### config.mk
export PLATFORM = sky130hd
export DESIGN_NAME = si570_freq_sequencer_flat
export DESIGN_NICKNAME = d
export VERILOG_FILES = /design/src/rtl/si570_seq_pkg.sv /design/src/rtl/si570_freq_sequencer_if.sv /design/src/rtl/si570_freq_sequencer.sv /design/src/flat_wrapper.sv
export SDC_FILE = /design/constraint.sdc
export NUM_CORES = 1
export LEC_CHECK = 0
export CORE_ASPECT_RATIO = 0.7
export CORE_UTILIZATION = 42
export CTS_CLUSTER_SIZE = 12
export DETAILED_ROUTE_END_ITERATION = 10
export PLACE_DENSITY_LB_ADDON = 0.25
export SYNTH_ARGS = -nofsm -noshare
export SYNTH_HDL_FRONTEND = slang
export SYNTH_SLANG_ARGS = --single-unit
### constraint.sdc
create_clock -name i_clk -period 1.9 [get_ports i_clk]
set_clock_uncertainty 0.15 [all_clocks]
set_input_delay 0.285 -clock i_clk [delete_from_list [all_inputs] [get_ports i_clk]]
set_output_delay 0.285 -clock i_clk [all_outputs]
set_load 0.005 [all_outputs]
### src/rtl/si570_seq_pkg.sv
// Shared types, constants and the per-step I2C request table for the Si570
// frequency sequencer.
package si570_seq_pkg;

  typedef enum logic [2:0] {
    S_IDLE,
    S_ISSUE,
    S_WAIT_RSP,
    S_SETTLE,
    S_ERROR
  } state_e;

  localparam logic [2:0] STEP_MUX_SEL  = 3'd0;
  localparam logic [2:0] STEP_FREEZE   = 3'd1;
  localparam logic [2:0] STEP_WR_HI    = 3'd2;
  localparam logic [2:0] STEP_WR_LO    = 3'd3;
  localparam logic [2:0] STEP_UNFREEZE = 3'd4;
  localparam logic [2:0] STEP_NEWFREQ  = 3'd5;
  localparam logic [2:0] STEP_POLL     = 3'd6;

  localparam logic [7:0] REG_HS_N1      = 8'd7;
  localparam logic [7:0] REG_RFREQ_LO   = 8'd10;
  localparam logic [7:0] REG_CTRL       = 8'd135;
  localparam logic [7:0] REG_DCO_FREEZE = 8'd137;

  localparam logic [7:0] FREEZE_DCO_MASK = 8'h10;
  localparam logic [7:0] NEWFREQ_MASK    = 8'h40;

  localparam logic [3:0] ERR_POLL_TIMEOUT = 4'hF;

  typedef struct packed {
    logic [6:0]      addr;
    logic [3:0][7:0] wdata;
    logic [1:0]      bc_wr;
    logic [1:0]      bc_rd;
    logic            rd_wrn;
  } req_t;

  // cfg holds reg7 in [47:40] down to reg12 in [7:0].
  function automatic req_t step_request(input logic [2:0]  step,
                                        input logic [47:0] cfg,
                                        input logic [6:0]  mux_addr,
                                        input logic [7:0]  mux_mask,
                                        input logic [6:0]  si_addr);
    req_t r;
    r      = '0;
    r.addr = si_addr;
    case (step)
      STEP_MUX_SEL: begin
        r.addr     = mux_addr;
        r.wdata[0] = mux_mask;
      end
      STEP_FREEZE: begin
        r.wdata = {16'h0, FREEZE_DCO_MASK, REG_DCO_FREEZE};
        r.bc_wr = 2'd1;
      end
      STEP_WR_HI: begin
        r.wdata = {cfg[31:24], cfg[39:32], cfg[47:40], REG_HS_N1};
        r.bc_wr = 2'd3;
      end
      STEP_WR_LO: begin
        r.wdata = {cfg[7:0], cfg[15:8], cfg[23:16], REG_RFREQ_LO};
        r.bc_wr = 2'd3;
      end
      STEP_UNFREEZE: begin
        r.wdata = {24'h0, REG_DCO_FREEZE};
        r.bc_wr = 2'd1;
      end
      STEP_NEWFREQ: begin
        r.wdata = {16'h0, NEWFREQ_MASK, REG_CTRL};
        r.bc_wr = 2'd1;
      end
      STEP_POLL: begin
        r.wdata  = {24'h0, REG_CTRL};
        r.rd_wrn = 1'b1;
      end
      default: r.wdata = '0;
    endcase
    return r;
  endfunction

endpackage

### src/rtl/si570_freq_sequencer_if.sv
// Request (rv0) and response (rv1) channels between the sequencer and the
// i2c_master.
interface si570_freq_sequencer_if;
  logic            rv0_valid;
  logic            rv0_ready;
  logic [6:0]      rv0_slave_address;
  logic [3:0][7:0] rv0_wdata;
  logic [1:0]      rv0_burst_count_wr;
  logic [1:0]      rv0_burst_count_rd;
  logic            rv0_rd_wrn;
  logic            rv1_valid;
  logic            rv1_ready;
  logic [3:0][7:0] rv1_rdata;
  logic            rv1_nack;

  modport master (
    output rv0_valid, rv0_slave_address, rv0_wdata, rv0_burst_count_wr,
           rv0_burst_count_rd, rv0_rd_wrn, rv1_ready,
    input  rv0_ready, rv1_valid, rv1_rdata, rv1_nack
  );

  modport slave (
    input  rv0_valid, rv0_slave_address, rv0_wdata, rv0_burst_count_wr,
           rv0_burst_count_rd, rv0_rd_wrn, rv1_ready,
    output rv0_ready, rv1_valid, rv1_rdata, rv1_nack
  );
endinterface

### src/rtl/si570_freq_sequencer.sv
// Walks the Si570 reprogramming sequence through the PCA9548 mux using the
// i2c_master request/response channels, with NACK retry and NewFreq polling.
//
// state      | meaning
// S_IDLE     | waiting for i_start
// S_ISSUE    | request for current step presented on rv0
// S_WAIT_RSP | waiting for the i2c_master response on rv1
// S_SETTLE   | NewFreq cleared, counting down the settle time
// S_ERROR    | retries or polls exhausted, o_error held until next start
module si570_freq_sequencer
  import si570_seq_pkg::*;
#(
  parameter logic [6:0] MuxAddr      = 7'h74,
  parameter logic [7:0] MuxChanMask  = 8'h01,
  parameter logic [6:0] Si570Addr    = 7'h5D,
  parameter int         MaxRetries   = 2,
  parameter int         MaxPolls     = 16,
  parameter int         SettleCycles = 2500
) (
  input  logic                    i_clk,
  input  logic                    i_rst_n,
  input  logic                    i_start,
  input  logic [47:0]             i_cfg,
  output logic                    o_busy,
  output logic                    o_done,
  output logic                    o_error,
  output logic [3:0]              o_err_step,
  si570_freq_sequencer_if.master  i2c
);

  localparam int RetryW  = (MaxRetries < 1) ? 1 : $clog2(MaxRetries + 1);
  localparam int PollW   = (MaxPolls < 1) ? 1 : $clog2(MaxPolls + 1);
  localparam int SettleW = (SettleCycles < 2) ? 1 : $clog2(SettleCycles + 1);

  state_e               state_q, state_d;
  logic [2:0]           step_q, step_d;
  logic [RetryW-1:0]    retry_q, retry_d;
  logic [PollW-1:0]     poll_q, poll_d, poll_inc;
  logic [SettleW-1:0]   settle_q, settle_d;
  logic [47:0]          cfg_q, cfg_d;
  logic                 busy_q, busy_d;
  logic                 done_q, done_d;
  logic                 error_q, error_d;
  logic [3:0]           err_step_q, err_step_d;
  logic                 rv0_valid_q, rv0_valid_d;
  logic                 rv1_ready_q, rv1_ready_d;
  logic                 rv0_fire, rv1_fire;
  req_t                 req;

  assign req      = step_request(step_q, cfg_q, MuxAddr, MuxChanMask, Si570Addr);
  assign rv0_fire = rv0_valid_q & i2c.rv0_ready;
  assign rv1_fire = rv1_ready_q & i2c.rv1_valid;
  assign poll_inc = poll_q + PollW'(1);

  always_comb begin
    state_d     = state_q;
    step_d      = step_q;
    retry_d     = retry_q;
    poll_d      = poll_q;
    settle_d    = settle_q;
    cfg_d       = cfg_q;
    busy_d      = busy_q;
    done_d      = 1'b0;
    error_d     = error_q;
    err_step_d  = err_step_q;
    rv0_valid_d = rv0_valid_q;
    rv1_ready_d = rv1_ready_q;
    case (state_q)
      S_IDLE, S_ERROR: begin
        if (i_start) begin
          cfg_d       = i_cfg;
          error_d     = 1'b0;
          err_step_d  = 4'h0;
          step_d      = STEP_MUX_SEL;
          retry_d     = '0;
          poll_d      = '0;
          busy_d      = 1'b1;
          rv0_valid_d = 1'b1;
          state_d     = S_ISSUE;
        end
      end
      S_ISSUE: begin
        if (rv0_fire) begin
          rv0_valid_d = 1'b0;
          rv1_ready_d = 1'b1;
          state_d     = S_WAIT_RSP;
        end
      end
      S_WAIT_RSP: begin
        if (rv1_fire) begin
          rv1_ready_d = 1'b0;
          // Every branch except the terminal ones re-enters ISSUE.
          rv0_valid_d = 1'b1;
          state_d     = S_ISSUE;
          if (i2c.rv1_nack) begin
            if (retry_q < RetryW'(MaxRetries)) begin
              retry_d = retry_q + RetryW'(1);
            end else begin
              rv0_valid_d = 1'b0;
              busy_d      = 1'b0;
              error_d     = 1'b1;
              err_step_d  = {1'b0, step_q};
              state_d     = S_ERROR;
            end
          end else if (step_q != STEP_POLL) begin
            step_d  = step_q + 3'd1;
            retry_d = '0;
          end else if ((i2c.rv1_rdata[0] & NEWFREQ_MASK) == 8'h00) begin
            rv0_valid_d = 1'b0;
            settle_d    = SettleW'(SettleCycles - 1);
            state_d     = S_SETTLE;
          end else if (poll_inc == PollW'(MaxPolls)) begin
            poll_d      = poll_inc;
            rv0_valid_d = 1'b0;
            busy_d      = 1'b0;
            error_d     = 1'b1;
            err_step_d  = ERR_POLL_TIMEOUT;
            state_d     = S_ERROR;
          end else begin
            poll_d  = poll_inc;
            retry_d = '0;
          end
        end
      end
      S_SETTLE: begin
        if (settle_q == '0) begin
          done_d  = 1'b1;
          busy_d  = 1'b0;
          state_d = S_IDLE;
        end else begin
          settle_d = settle_q - SettleW'(1);
        end
      end
      default: state_d = S_IDLE;
    endcase
  end

  always_ff @(posedge i_clk or negedge i_rst_n) begin
    if (!i_rst_n) begin
      state_q     <= S_IDLE;
      step_q      <= '0;
      retry_q     <= '0;
      poll_q      <= '0;
      settle_q    <= '0;
      cfg_q       <= '0;
      busy_q      <= 1'b0;
      done_q      <= 1'b0;
      error_q     <= 1'b0;
      err_step_q  <= 4'h0;
      rv0_valid_q <= 1'b0;
      rv1_ready_q <= 1'b0;
    end else begin
      state_q     <= state_d;
      step_q      <= step_d;
      retry_q     <= retry_d;
      poll_q      <= poll_d;
      settle_q    <= settle_d;
      cfg_q       <= cfg_d;
      busy_q      <= busy_d;
      done_q      <= done_d;
      error_q     <= error_d;
      err_step_q  <= err_step_d;
      rv0_valid_q <= rv0_valid_d;
      rv1_ready_q <= rv1_ready_d;
    end
  end

  assign o_busy     = busy_q;
  assign o_done     = done_q;
  assign o_error    = error_q;
  assign o_err_step = err_step_q;

  // Request fields read zero whenever no request is presented.
  assign i2c.rv0_valid          = rv0_valid_q;
  assign i2c.rv0_slave_address  = rv0_valid_q ? req.addr   : '0;
  assign i2c.rv0_wdata          = rv0_valid_q ? req.wdata  : '0;
  assign i2c.rv0_burst_count_wr = rv0_valid_q ? req.bc_wr  : '0;
  assign i2c.rv0_burst_count_rd = rv0_valid_q ? req.bc_rd  : '0;
  assign i2c.rv0_rd_wrn         = rv0_valid_q ? req.rd_wrn : 1'b0;
  assign i2c.rv1_ready          = rv1_ready_q;

endmodule
### src/flat_wrapper.sv
// flat-port wrapper written by rule: the top's interface ports become plain ports
module si570_freq_sequencer_flat import si570_seq_pkg::*;
#(
  parameter logic [6:0] MuxAddr      = 7'h74,
  parameter logic [7:0] MuxChanMask  = 8'h01,
  parameter logic [6:0] Si570Addr    = 7'h5D,
  parameter int         MaxRetries   = 2,
  parameter int         MaxPolls     = 16,
  parameter int         SettleCycles = 2500
)
  (i_clk, i_rst_n, i_start, i_cfg, o_busy, o_done, o_error, o_err_step, i2c_rv0_valid, i2c_rv0_slave_address, i2c_rv0_wdata, i2c_rv0_burst_count_wr, i2c_rv0_burst_count_rd, i2c_rv0_rd_wrn, i2c_rv1_ready, i2c_rv0_ready, i2c_rv1_valid, i2c_rv1_rdata, i2c_rv1_nack);
  si570_freq_sequencer_if i2c_i ();
  input  logic i_clk;
  input  logic i_rst_n;
  input  logic i_start;
  input  logic [47:0] i_cfg;
  output logic o_busy;
  output logic o_done;
  output logic o_error;
  output logic [3:0] o_err_step;
  output wire logic [$bits(i2c_i.rv0_valid)-1:0] i2c_rv0_valid;
  output wire logic [$bits(i2c_i.rv0_slave_address)-1:0] i2c_rv0_slave_address;
  output wire logic [$bits(i2c_i.rv0_wdata)-1:0] i2c_rv0_wdata;
  output wire logic [$bits(i2c_i.rv0_burst_count_wr)-1:0] i2c_rv0_burst_count_wr;
  output wire logic [$bits(i2c_i.rv0_burst_count_rd)-1:0] i2c_rv0_burst_count_rd;
  output wire logic [$bits(i2c_i.rv0_rd_wrn)-1:0] i2c_rv0_rd_wrn;
  output wire logic [$bits(i2c_i.rv1_ready)-1:0] i2c_rv1_ready;
  input wire logic [$bits(i2c_i.rv0_ready)-1:0] i2c_rv0_ready;
  input wire logic [$bits(i2c_i.rv1_valid)-1:0] i2c_rv1_valid;
  input wire logic [$bits(i2c_i.rv1_rdata)-1:0] i2c_rv1_rdata;
  input wire logic [$bits(i2c_i.rv1_nack)-1:0] i2c_rv1_nack;
  assign i2c_rv0_valid = i2c_i.rv0_valid;
  assign i2c_rv0_slave_address = i2c_i.rv0_slave_address;
  assign i2c_rv0_wdata = i2c_i.rv0_wdata;
  assign i2c_rv0_burst_count_wr = i2c_i.rv0_burst_count_wr;
  assign i2c_rv0_burst_count_rd = i2c_i.rv0_burst_count_rd;
  assign i2c_rv0_rd_wrn = i2c_i.rv0_rd_wrn;
  assign i2c_rv1_ready = i2c_i.rv1_ready;
  assign i2c_i.rv0_ready = i2c_rv0_ready;
  assign i2c_i.rv1_valid = i2c_rv1_valid;
  assign i2c_i.rv1_rdata = i2c_rv1_rdata;
  assign i2c_i.rv1_nack = i2c_rv1_nack;
  si570_freq_sequencer #(.MuxAddr(MuxAddr), .MuxChanMask(MuxChanMask), .Si570Addr(Si570Addr), .MaxRetries(MaxRetries), .MaxPolls(MaxPolls), .SettleCycles(SettleCycles)) u_core (.i_clk(i_clk), .i_rst_n(i_rst_n), .i_start(i_start), .i_cfg(i_cfg), .o_busy(o_busy), .o_done(o_done), .o_error(o_error), .o_err_step(o_err_step), .i2c(i2c_i));
endmodule
==> flow_summary.rst, run 1 <==
.. list-table::
   :header-rows: 1

   * - Metric
     - Value
   * - Detailed-route DRC error count
     - 0
   * - Largest voltage drop on the vdd net
     - 0.0007818 V
   * - Via count of the first global-routing pass
     - between 3k and 4k
   * - Final hold violation count
     - 0
   * - DIE WIDTH
     - 123.0 µm
   * - Post-synth top flop
     - sky130_fd_sc_hd__dfrtp_1
   * - Antenna violations before repair
     - 0
   * - Via density per instance
     - 5.548
   * - Switch share
     - 35.71%
   * - Starting Density
     - 43.78%
   * - Count of buffers from port buffering
     - 101
   * - Crit path max fanout
     - 5
   * - Clock latency on the worst-skew pair
     - 0.34 ns
   * - Outcome
     - complete, but fails checks
   * - Vias
     - 4,083
   * - Detailed placer's ending HPWL
     - 7703 µm
   * - H-tree level count
     - 3
   * - Slowest-stage cell, CP
     - sky130_fd_sc_hd__dfrtp_2
   * - Leakage power
     - 2.966 nW
   * - Critical Path Most Common Cell
     - sky130_fd_sc_hd__ha_4
   * - Count of TritonRoute iterations in the first routing pass
     - 5
   * - Num CTS Buffers
     - 9
   * - Most common library cell in the layout ignoring fill and taps
     - sky130_fd_sc_hd__dfrtp_1
   * - Failing checks
     - negative setup slack
   * - ANT nets after route
     - 0
   * - Depth of the worst register-to-register path
     - 11
   * - Commonest non-fill, non-tap cells in the layout
     - 78 x sky130_fd_sc_hd__dfrtp_1, 65 x sky130_fd_sc_hd__clkdlybuf4s50_1, 59 x sky130_fd_sc_hd__buf_4, 48 x sky130_fd_sc_hd__mux2_2, 43 x sky130_fd_sc_hd__nor2_1
   * - Top Family by Delay on Critical Path
     - buffers and inverters
   * - Root Buffer
     - sky130_fd_sc_hd__clkbuf_16
   * - Worst setup slack after layout
     - -0.4491 ns
   * - DP Cell Count
     - 676
   * - Netlist Area Pre-Place
     - 4305 µm²
   * - Highest attainable clock frequency
     - 425.7 MHz
   * - DIE HEIGHT
     - 86.71 µm
   * - Total Nets Final
     - 699
   * - Worst path depth
     - 8
   * - Final setup violation count
     - 56
   * - Time the worst path needs with I/O delays and setup
     - about 2.3 ns
   * - Largest net degree at the start of global routing
     - 50
   * - Worst hold path type
     - in2async
   * - Aggregate global routing overflow
     - 0
   * - Worst setup path class
     - reg2out
   * - Synth warnings
     - 0
   * - Non-filler instance count after layout
     - 736
   * - Average wire per standard cell
     - 18.83 µm
   * - # rows
     - 30
   * - Ys async rst share
     - 100.0%
   * - Data required time at the worst endpoint
     - around 1.5 ns
   * - Arrival time of the worst setup path
     - 1.91 ns
   * - Yosys cell types
     - 59
   * - Reg2Reg Setup Slack
     - -0.32 ns
   * - Portion of total power attributed to combinational logic
     - a little over two fifths
   * - Chain of cells forming the critical path
     - buf_6 > ha_4 > ha_4 > buf_12 > buf_16 > a22oi_2 > nor2_1 > buf_2
   * - Wire length of the first global-routing pass
     - 20,840 µm
   * - Clock slew at reported path FFs
     - 0.06 ns
   * - TritonCTS sink count
     - 82
   * - Sequential area share after synthesis
     - 47.66%
   * - End-of-flow core utilization
     - 71.04%
   * - RSZ-0062 raised after global routing
     - yes
   * - Global-route usage over all layers
     - 26.02%
   * - Flop and latch count out of synthesis
     - 82
   * - Buf+Inv Stages, Crit Path
     - 4
   * - Power share of the sequential group
     - 35.8%
   * - Internal Pwr Total
     - 5.406 mW
   * - Final weighted congestion of routability-driven global placement
     - about 0.83
   * - Count of max-cap constraint violations
     - 0
   * - Clock tree from TritonCTS
     - yes
   * - DRT iter0 DRCs
     - 320
   * - Power density relative to cell area
     - between 1000 and 1500 nW/µm²
   * - Aggregate routed wire length
     - approximately 14,000 µm
   * - Slew Limit Fails
     - 0
   * - Switching pwr
     - 3.003 mW
   * - Setup crit end kind
     - primary output
   * - Kind of launch point of the worst setup path
     - flop
   * - Synthesized instance count
     - between 400 and 500
   * - Synthesized area per cell
     - 10.30 µm²
   * - Number of enable-type register cells in the synthesized netlist
     - 0
   * - Area growth from synthesis to final layout
     - 62.28%
   * - Longest individual stage delay on the worst path
     - 0.45 ns
   * - Placeable core region
     - 9834 µm²
   * - Final cycle utilization of the critical path
     - 123.6%
   * - Share of layout cells above drive strength 1
     - 47.86%
   * - Antenna fix cells
     - 0
   * - Number of top-level pins
     - 139
   * - Portion of total power attributed to the clock network
     - approximately 20%
   * - Total Power
     - 8.409 mW
   * - Maximum buffer depth of the clock tree
     - 2
   * - Floorplan die area
     - 10,670 µm²
==> cell usage after synthesis (9+ instances only) <==
library cell | instances | area share (%)
sky130_fd_sc_hd__a21oi_1 | 18 | 2.1
sky130_fd_sc_hd__o21ai_0 | 27 | 3.1
sky130_fd_sc_hd__mux2_2 | 48 | 13
sky130_fd_sc_hd__buf_4 | 10 | 1.7
sky130_fd_sc_hd__a22oi_1 | 22 | 3.8
sky130_fd_sc_hd__nor2_1 | 48 | 4.2
sky130_fd_sc_hd__nand2_1 | 31 | 2.7
sky130_fd_sc_hd__ha_1 | 9 | 2.6
sky130_fd_sc_hd__dfrtp_1 | 82 | 48
sky130_fd_sc_hd__clkbuf_1 | 15 | 1.3
==> state kept, by name, summed over array words and instances, names as in the netlist, 2 cells and up <==
| name | count |
|---|---|
| u_core.retry_q | 2 |
| u_core.settle_q | 12 |
| u_core.state_q | 3 |
| u_core.o_err_step | 4 |
| u_core.step_q | 3 |
| u_core.cfg_q | 48 |
| u_core.poll_q | 5 |
==> worst reg2reg max path, cell delays in order, from the launching register on <==
cell and delay, ns:
sky130_fd_sc_hd__dfrtp_2 0.42, sky130_fd_sc_hd__buf_6 0.12, sky130_fd_sc_hd__ha_4 0.13, sky130_fd_sc_hd__buf_6 0.11, sky130_fd_sc_hd__buf_6 0.10, sky130_fd_sc_hd__buf_6 0.08, sky130_fd_sc_hd__nand3b_1 0.12, sky130_fd_sc_hd__buf_6 0.16
sky130_fd_sc_hd__nor4_4 0.25, sky130_fd_sc_hd__buf_6 0.16, sky130_fd_sc_hd__a21oi_4 0.07, sky130_fd_sc_hd__o31ai_2 0.26
==> worst paths after layout <==
kind | endpoint | start
max | i2c_rv0_wdata[20] | u_core.step_q[1]
min | u_core.o_error | i_rst_n
max reg2reg | u_core.settle_q[7] | u_core.step_q[1]
min reg2reg | u_core.settle_q[10] | u_core.settle_q[10]
max in group asynchronous | u_core.step_q[0] | i_rst_n
min in group i_clk | u_core.settle_q[10] | u_core.settle_q[10]
==> power groups by stage <==
stage                     combinational, mW  sequential, mW  clock, mW
after floorplan                        1.88            2.80          0
after global placement                 2.89            2.88          0
after CTS                              3.36            2.98       1.73
final                                  3.69            3.01       1.70
after global routing                   3.96            3.09       1.82
after detailed placement               2.97            2.91          0
==> per-stage QoR <==
stage               TNS (ns)  cell area [µm²]  setup WS, ns  hold WS, ns
floorplan            -0.3536             4334      -0.01865      -0.1606
global placement      -16.75             5826       -0.3090       0.1022
detailed placement    -19.96             5826       -0.3533       0.1006
CTS                   -13.87             6739       -0.4422       0.2751
global route          -19.56             6987       -0.5004       0.3104
finish                -16.21             6987       -0.4491       0.2679
==> area by class of cell <==
| cell class | instances | area, µm² |
|---|---|---|
| Fill cell | 662 | 2848 |
| Multi-Input combinational cell | 300 | 2524 |
| Sequential cell | 82 | 2057 |
| Timing Repair Buffer | 203 | 1923 |
| Clock buffer | 10 | 229.0 |
| Tap cell | 128 | 160.2 |
| Clock inverter | 5 | 56.30 |
| Inverter | 8 | 37.54 |
==> layer usage <==
layer	track usage (%)	vias to the layer above	part of all wire (%)
met1	34.81	2023	44
li1	-	1878	-
met5	0	-	0
met2	41.62	155	49
met3	5.658	27	5.2
met4	9.529	0	1.5
==> timing repair <==
action | 4_1_cts | 5_1_grt
endpoints found under the setup margin | 63 | 70
pin swaps | 44 | 61
hold endpoints to repair | 28 | 0
hold buffers | 1 | 0
gates resized for setup | 218 | 71
setup buffers | 26 | 20
cloned | 8 | 1
==> kinds of logic after synthesis <==
logic type / count (synthesis) / share of synthesized area [%]
flops: 82 / 47.66
mux: 49 / 12.79
xor+xnor: 1 / 0.2035
compound gates: 104 / 16.01
simple gates: 129 / 15.43
other cells: 1 / 0.08710
fa+ha+maj: 9 / 2.616
buf+inv: 43 / 5.202
Power figures use the tool's default switching activity.
==> run 2: changes to the inputs <==
Settings changed: SKIP_LAST_GASP set to 1.
==> run 2 against run 1 <==
Compared with the run above:
- the run still ends with negative setup slack left
- sequential power about the same
- cell area is 0.30% higher
- core utilization increased by 0.22 points
- flip-flop and latch count unchanged
- global-route usage shrank 0.11 points
- non-clock buffer count grew 3
- largest cell class unchanged
- largest power group unchanged
- highest routed layer unchanged
==> flow_summary.rst, run 2 (same netlist as run 1, synthesis figures left out) <==
.. list-table::
   :header-rows: 1

   * - Metric
     - Value
   * - Outcome
     - complete, but fails checks
   * - Failing checks
     - negative setup slack
   * - DIE WIDTH
     - 123.0 µm (unchanged)
   * - Root Buffer
     - sky130_fd_sc_hd__clkbuf_16
   * - Data required time at the worst endpoint
     - 1.46 ns (about the same)
   * - Final setup violation count
     - 62 (+11%)
   * - Longest individual stage delay on the worst path
     - 0.45 ns (about the same)
   * - Global-route usage over all layers
     - 25.91% (-0.11 points)
   * - Chain of cells forming the critical path
     - buf_12 > ha_4 > nor2b_4 > buf_6 > buf_16 > buf_12 > a22oi_2 > nor2_1 > buf_2
   * - Count of TritonRoute iterations in the first routing pass
     - 5 (unchanged)
   * - # rows
     - 30 (unchanged)
   * - Highest attainable clock frequency
     - 421.1 MHz (-1.1%)
   * - Count of buffers from port buffering
     - 101 (unchanged)
   * - DRT iter0 DRCs
     - 337 (+5.3%)
   * - Slowest-stage cell, CP
     - sky130_fd_sc_hd__dfrtp_2
   * - Placeable core region
     - 9834 µm² (unchanged)
   * - DIE HEIGHT
     - 86.71 µm (unchanged)
   * - Via density per instance
     - 5.510 (-0.67%)
   * - Antenna fix cells
     - 0 (unchanged)
   * - Clock tree from TritonCTS
     - yes
   * - Kind of launch point of the worst setup path
     - flop
   * - Critical Path Most Common Cell
     - sky130_fd_sc_hd__buf_12
   * - Via count of the first global-routing pass
     - 3,998 (+0.15%)
   * - Power density relative to cell area
     - 1210 nW/µm² (+0.50%)
   * - FF-to-FF Start
     - u_core.step_q[0]
   * - Share of layout cells above drive strength 1
     - 47.46% (-0.40 points)
   * - Worst hold path type
     - in2async
   * - Leading registers by flop count
     - u_core.cfg_q: 48 flops, u_core.settle_q: 12 flops, u_core.poll_q: 5 flops
   * - Starting Density
     - 43.78% (unchanged)
   * - Final hold violation count
     - 0 (unchanged)
   * - Wire length of the first global-routing pass
     - 20,830 µm (about the same)
   * - Final weighted congestion of routability-driven global placement
     - 0.8347 (unchanged)
   * - H-tree level count
     - 3 (unchanged)
   * - Post-placement setup slack
     - -0.3533 ns (unchanged)
   * - Aggregate routed wire length
     - 13,950 µm (+0.68%)
   * - Detailed placer's ending HPWL
     - 7703 µm (unchanged)
   * - Average wire per standard cell
     - 18.88 µm (+0.27%)
   * - Max reg flops
     - 48 (unchanged)
   * - Slew Limit Headroom
     - around three fifths
   * - Worst Max-Slew Pin Slew
     - 0.5738 ns
   * - Time the worst path needs with I/O delays and setup
     - 2.375 ns (+0.02567 ns)
   * - Maximum buffer depth of the clock tree
     - 2 (unchanged)
   * - Register with the most flip-flops
     - u_core.cfg_q
   * - Crit path max fanout
     - 5 (unchanged)
   * - Buf+Inv Stages, Crit Path
     - 5 (+1)
   * - Most common library cell in the layout ignoring fill and taps
     - sky130_fd_sc_hd__dfrtp_1
   * - Area growth from synthesis to final layout
     - 62.77%
   * - Floorplan die area
     - 10,670 µm² (unchanged)
   * - Total Nets Final
     - 702 (+0.43%)
   * - RR Endpoint
     - u_core.settle_q[2]
   * - TritonCTS sink count
     - 82 (unchanged)
   * - Slew Limit Fails
     - 0 (unchanged)
   * - End-of-flow core utilization
     - 71.26% (+0.22 points)
   * - Worst setup slack after layout
     - -0.4748 ns (-0.02566 ns)
   * - Reg2Reg Setup Slack
     - -0.40 ns (-0.08 ns)
   * - Top Family by Delay on Critical Path
     - buffers and inverters
   * - Vias
     - 4,072 (-0.27%)
   * - Count of max-cap constraint violations
     - 0 (unchanged)
   * - RSZ-0062 raised after global routing
     - yes
   * - Aggregate global routing overflow
     - 0 (unchanged)
   * - Worst setup path class
     - reg2out
   * - ANT nets after route
     - 0 (unchanged)
   * - Depth of the worst register-to-register path
     - 12 (+1)
   * - Arrival time of the worst setup path
     - 1.94 ns (+0.03 ns)
   * - Detailed-route DRC error count
     - 0 (unchanged)
   * - Largest voltage drop on the vdd net
     - 0.0008192 V (+4.8%)
   * - Final cycle utilization of the critical path
     - 125.0% (+1.4 points)
   * - Leakage power
     - 2.973 nW (+0.22%)
   * - Commonest non-fill, non-tap cells in the layout
     - 78 x sky130_fd_sc_hd__dfrtp_1, 67 x sky130_fd_sc_hd__buf_4, 65 x sky130_fd_sc_hd__clkdlybuf4s50_1, 48 x sky130_fd_sc_hd__mux2_2, 44 x sky130_fd_sc_hd__nor2_1
   * - Num CTS Buffers
     - 9 (unchanged)
   * - Number of top-level pins
     - 139 (unchanged)
   * - Antenna violations before repair
     - 0 (unchanged)
   * - Clock latency on the worst-skew pair
     - 0.34 ns (about the same)
   * - Total Power
     - 8.476 mW (+0.80%)
   * - Clock slew at reported path FFs
     - 0.06 ns (about the same)
   * - Largest net degree at the start of global routing
     - 50 (unchanged)
   * - Setup crit end kind
     - primary output
## run 2: repair_timing
item,CTS,global route
hold endpoints to repair,28,0
resized for setup,212,60
cloned,8,1
hold buffers,1,0
buffers inserted,26,20
setup endpoints to repair,63,69
pin swaps,44,44
## run 2: worst max-delay path by stage
stage | depth (start not counted) | startpoint | slack, ns | to
after floorplan | 7 | u_core.step_q[2] | -0.02 | i2c_rv0_wdata[10]
after global placement | 6 | u_core.step_q[0] | -0.31 | i2c_rv0_wdata[0]
after detailed placement | 9 | u_core.step_q[0] | -0.35 | u_core.settle_q[2]
after CTS | 8 | u_core.step_q[1] | -0.44 | i2c_rv0_wdata[0]
after global routing | 7 | u_core.step_q[1] | -0.52 | i2c_rv0_wdata[3]
final | 9 | u_core.step_q[1] | -0.47 | i2c_rv0_wdata[25]
## run 2: layout make-up
cell class / count / area, µm²
Clock buffer: 10 / 229.0
Fill cell: 654 / 2826
Timing Repair Buffer: 206 / 1963
Tap cell: 128 / 160.2
Sequential cell: 82 / 2057
Inverter: 8 / 35.03
Clock inverter: 5 / 56.30
Multi-Input combinational cell: 300 / 2507
## run 2: through the flow
stage / cells / setup TNS (ns) / instance area, µm² / hold slack, ns
floorplan: 423 / -0.3536 / 4334 / -0.1606
global placement: 676 / -16.75 / 5826 / 0.1022
detailed placement: 676 / -19.96 / 5826 / 0.1006
CTS: 724 / -14.04 / 6728 / 0.2751
global route: 739 / -23.17 / 7008 / 0.3152
finish: 739 / -18.96 / 7008 / 0.2711
## run 2: layer usage
metal	track usage, %	vias up	wire (µm)
li1	-	1881	-
met1	34.86	2026	6220
met2	41.42	136	6859
met3	5.263	29	637
met4	9.639	0	233
met5	0	-	0
## run 2: power breakdown
group          internal [mW]  switching [mW]  leakage (nW)
combinational           2.01            1.75          1.84
clock                   1.01           0.698         0.138
sequential              2.45           0.565         0.997
total                   5.47            3.01          2.97
==> run 3: changes to the inputs <==
Settings changed: PLACE_DENSITY set to 0.84, PLACE_DENSITY_LB_ADDON 0.25 to not set.
==> run 3 against run 2 <==
Compared with the run above:
- the run still ends with negative setup slack left
- routed wire length grew 11%
- die area is the same
- sequential power grew 2%
==> flow_summary.rst, run 3 (same netlist as run 1, synthesis figures left out) <==
.. list-table::
   :header-rows: 1

   * - Metric
     - Value
   * - Outcome
     - complete, but fails checks
   * - Failing checks
     - negative setup slack
   * - Count of buffers from port buffering
     - 101 (unchanged)
   * - Number of top-level pins
     - 139 (unchanged)
   * - Number of fillers in the final layout
     - 630 (-3.7%)
   * - Data required time at the worst endpoint
     - 1.46 ns (about the same)
   * - Total Nets Final
     - 683 (-2.7%)
   * - Leading registers by flop count
     - u_core.cfg_q: 48 flops, u_core.settle_q: 12 flops, u_core.poll_q: 5 flops
   * - Worst hold path type
     - in2async
   * - Final hold violation count
     - 0 (unchanged)
   * - DRT iter0 DRCs
     - 334 (-0.89%)
   * - Most common library cell in the layout ignoring fill and taps
     - sky130_fd_sc_hd__dfrtp_1
   * - Slowest-stage cell, CP
     - sky130_fd_sc_hd__dfrtp_1
   * - Antenna violations before repair
     - 0 (unchanged)
   * - Worst path depth
     - 8 (-1)
   * - Max reg flops
     - 48 (unchanged)
   * - Starting Density
     - 43.78% (unchanged)
   * - Final setup violation count
     - 52 (-16%)
   * - Worst setup slack after layout
     - -0.4745 ns (+0.0002790 ns)
   * - Non-filler instance count after layout
     - 721 (-2.4%)
   * - Aggregate routed wire length
     - 15,500 µm (+11%)
   * - Register with the most flip-flops
     - u_core.cfg_q
   * - Aggregate global routing overflow
     - 0 (unchanged)
   * - Num CTS Buffers
     - 9 (unchanged)
   * - Crit path max fanout
     - 4 (-1)
   * - RSZ-0062 raised after global routing
     - yes
   * - Critical Path Most Common Cell
     - sky130_fd_sc_hd__buf_6
   * - Depth of the worst register-to-register path
     - 8 (-4)
   * - Detailed placer's ending HPWL
     - 8472 µm (+10%)
   * - Commonest non-fill, non-tap cells in the layout
     - 79 x sky130_fd_sc_hd__dfrtp_1, 66 x sky130_fd_sc_hd__clkdlybuf4s50_1, 53 x sky130_fd_sc_hd__buf_4, 48 x sky130_fd_sc_hd__mux2_2, 35 x sky130_fd_sc_hd__nor2_1
   * - Total Power
     - 8.674 mW (+2.3%)
   * - Buf+Inv Stages, Crit Path
     - 4 (-1)
   * - Slew Limit Fails
     - 0 (unchanged)
   * - Final cell area excluding filler cells
     - 6830 µm² (-2.5%)
   * - Leakage power
     - 2.859 nW (-3.8%)
   * - Count of TritonRoute iterations in the first routing pass
     - 7 (+2)
   * - Clock slew at reported path FFs
     - 0.06 ns (about the same)
   * - Share of layout cells above drive strength 1
     - 47.89% (+0.43 points)
   * - Vias
     - 4,273 (+4.9%)
   * - Average wire per standard cell
     - 21.50 µm (+14%)
   * - Largest net degree at the start of global routing
     - 32 (-36%)
   * - Setup crit end kind
     - primary output
   * - Longest individual stage delay on the worst path
     - 0.39 ns (-0.06 ns)
   * - Count of max-cap constraint violations
     - 0 (unchanged)
   * - Chain of cells forming the critical path
     - buf_6 > buf_6 > ha_4 > buf_4 > a22o_1 > a31oi_1 > nor2_1 > buf_2
   * - DIE WIDTH
     - 123.0 µm (unchanged)
   * - Dpl cell area
     - 5828 µm² (about the same)
   * - Maximum buffer depth of the clock tree
     - 2 (unchanged)
   * - DIE HEIGHT
     - 86.71 µm (unchanged)
   * - Wire length of the first global-routing pass
     - 22,350 µm (+7.3%)
   * - # rows
     - 30 (unchanged)
   * - ANT nets after route
     - 0 (unchanged)
   * - Root Buffer
     - sky130_fd_sc_hd__clkbuf_16
   * - Placeable core region
     - 9834 µm² (unchanged)
   * - Final weighted congestion of routability-driven global placement
     - 0.9169 (+9.8%)
   * - Area growth from synthesis to final layout
     - 58.65%
   * - TritonCTS sink count
     - 82 (unchanged)
   * - Reg area
     - 2056 µm² (about the same)
   * - Clock latency on the worst-skew pair
     - 0.35 ns (about the same)
   * - Arrival time of the worst setup path
     - 1.94 ns (about the same)
   * - H-tree level count
     - 3 (unchanged)
   * - Antenna fix cells
     - 0 (unchanged)
   * - Via count of the first global-routing pass
     - 4,247 (+6.2%)
   * - Worst setup path class
     - reg2out
   * - Worst setup path startpoint
     - u_core.step_q[0]
   * - Floorplan die area
     - 10,670 µm² (unchanged)
   * - Top Family by Delay on Critical Path
     - buffers and inverters
   * - Largest voltage drop on the vdd net
     - 0.0007359 V (-10%)
   * - Final cycle utilization of the critical path
     - 125.0% (about the same)
   * - Area of the multi-input gates
     - 2530 µm² (+0.90%)
   * - DP Cell Count
     - 673 (-0.44%)
   * - Highest attainable clock frequency
     - 421.1 MHz (about the same)
   * - Via density per instance
     - 5.926 (+7.6%)
   * - Kind of launch point of the worst setup path
     - flop
   * - Power density relative to cell area
     - 1270 nW/µm² (+5.0%)
   * - Detailed-route DRC error count
     - 0 (unchanged)
   * - Global-route usage over all layers
     - 28.38% (+2.5 points)
   * - Time the worst path needs with I/O delays and setup
     - 2.375 ns (-0.0002790 ns)
   * - Clock tree from TritonCTS
     - yes
   * - FF-to-FF Start
     - u_core.settle_q[1]
## run 3: final cells by class
| cell class | count | area share (%) |
|---|---|---|
| Sequential cell | 82 | 30.10 |
| Inverter | 8 | 0.5129 |
| Clock inverter | 5 | 0.9342 |
| Timing Repair Buffer | 187 | 25.52 |
| Tap cell | 128 | 2.345 |
| Clock buffer | 11 | 3.554 |
| Multi-Input combinational cell | 300 | 37.04 |
## run 3: stage by stage
step,setup TNS [ns],hold slack (ns),util [%],setup slack [ns]
2_1_floorplan,-0.3536,-0.1606,-,-0.01865
6_report,-12.56,0.2793,69.45,-0.4745
3_5_place_dp,-19.73,0.1037,59.26,-0.4049
3_3_place_gp,-14.15,0.1020,59.26,-0.3360
4_1_cts,-14.36,0.2908,66.83,-0.4073
5_1_grt,-16.11,0.3259,69.45,-0.5649
## run 3: repair_timing
item | CTS | global route
hold buffers | 1 | 0
endpoints found under the hold margin | 29 | 0
pin swaps | 52 | 57
setup endpoints to repair | 62 | 69
buffers inserted | 17 | 14
cloned | 7 | 1
gates resized for setup | 212 | 74
## run 3: where the power goes
part / switching (mW) / internal [mW]
logic: 1.85 / 1.98
clock network: 0.725 / 1.06
registers: 0.609 / 2.45
## run 3: worst reg2reg max path, delay by kind of cell (launching register included)
kind / cells / cell delay, ns
AND/OR/NAND/NOR: 3 / 0.74
flip-flops: 1 / 0.40
adder cells (fa/ha/maj): 1 / 0.14
AO/OA/AOI/OAI: 2 / 0.24
buffers and inverters: 2 / 0.24
## run 3: final timing paths
check,endpoint,slack (ns)
max in group asynchronous,u_core.cfg_q[13],0.82
setup reg to reg,u_core.settle_q[10],-0.12
hold / removal,u_core.cfg_q[31],0.28
min in group i_clk,u_core.settle_q[10],0.35
setup / recovery,i2c_rv0_wdata[14],-0.47
hold reg to reg,u_core.settle_q[10],0.35
## run 3: per-layer routing
| layer | up-vias | part of all wire [%] | GRT usage [%] |
|---|---|---|---|
| met2 | 237 | 49 | 46.83 |
| met5 | - | 0 | 0 |
| met3 | 78 | 6.6 | 6.579 |
| met1 | 2120 | 39 | 34.97 |
| met4 | 0 | 5.0 | 14.46 |
| li1 | 1838 | - | - |
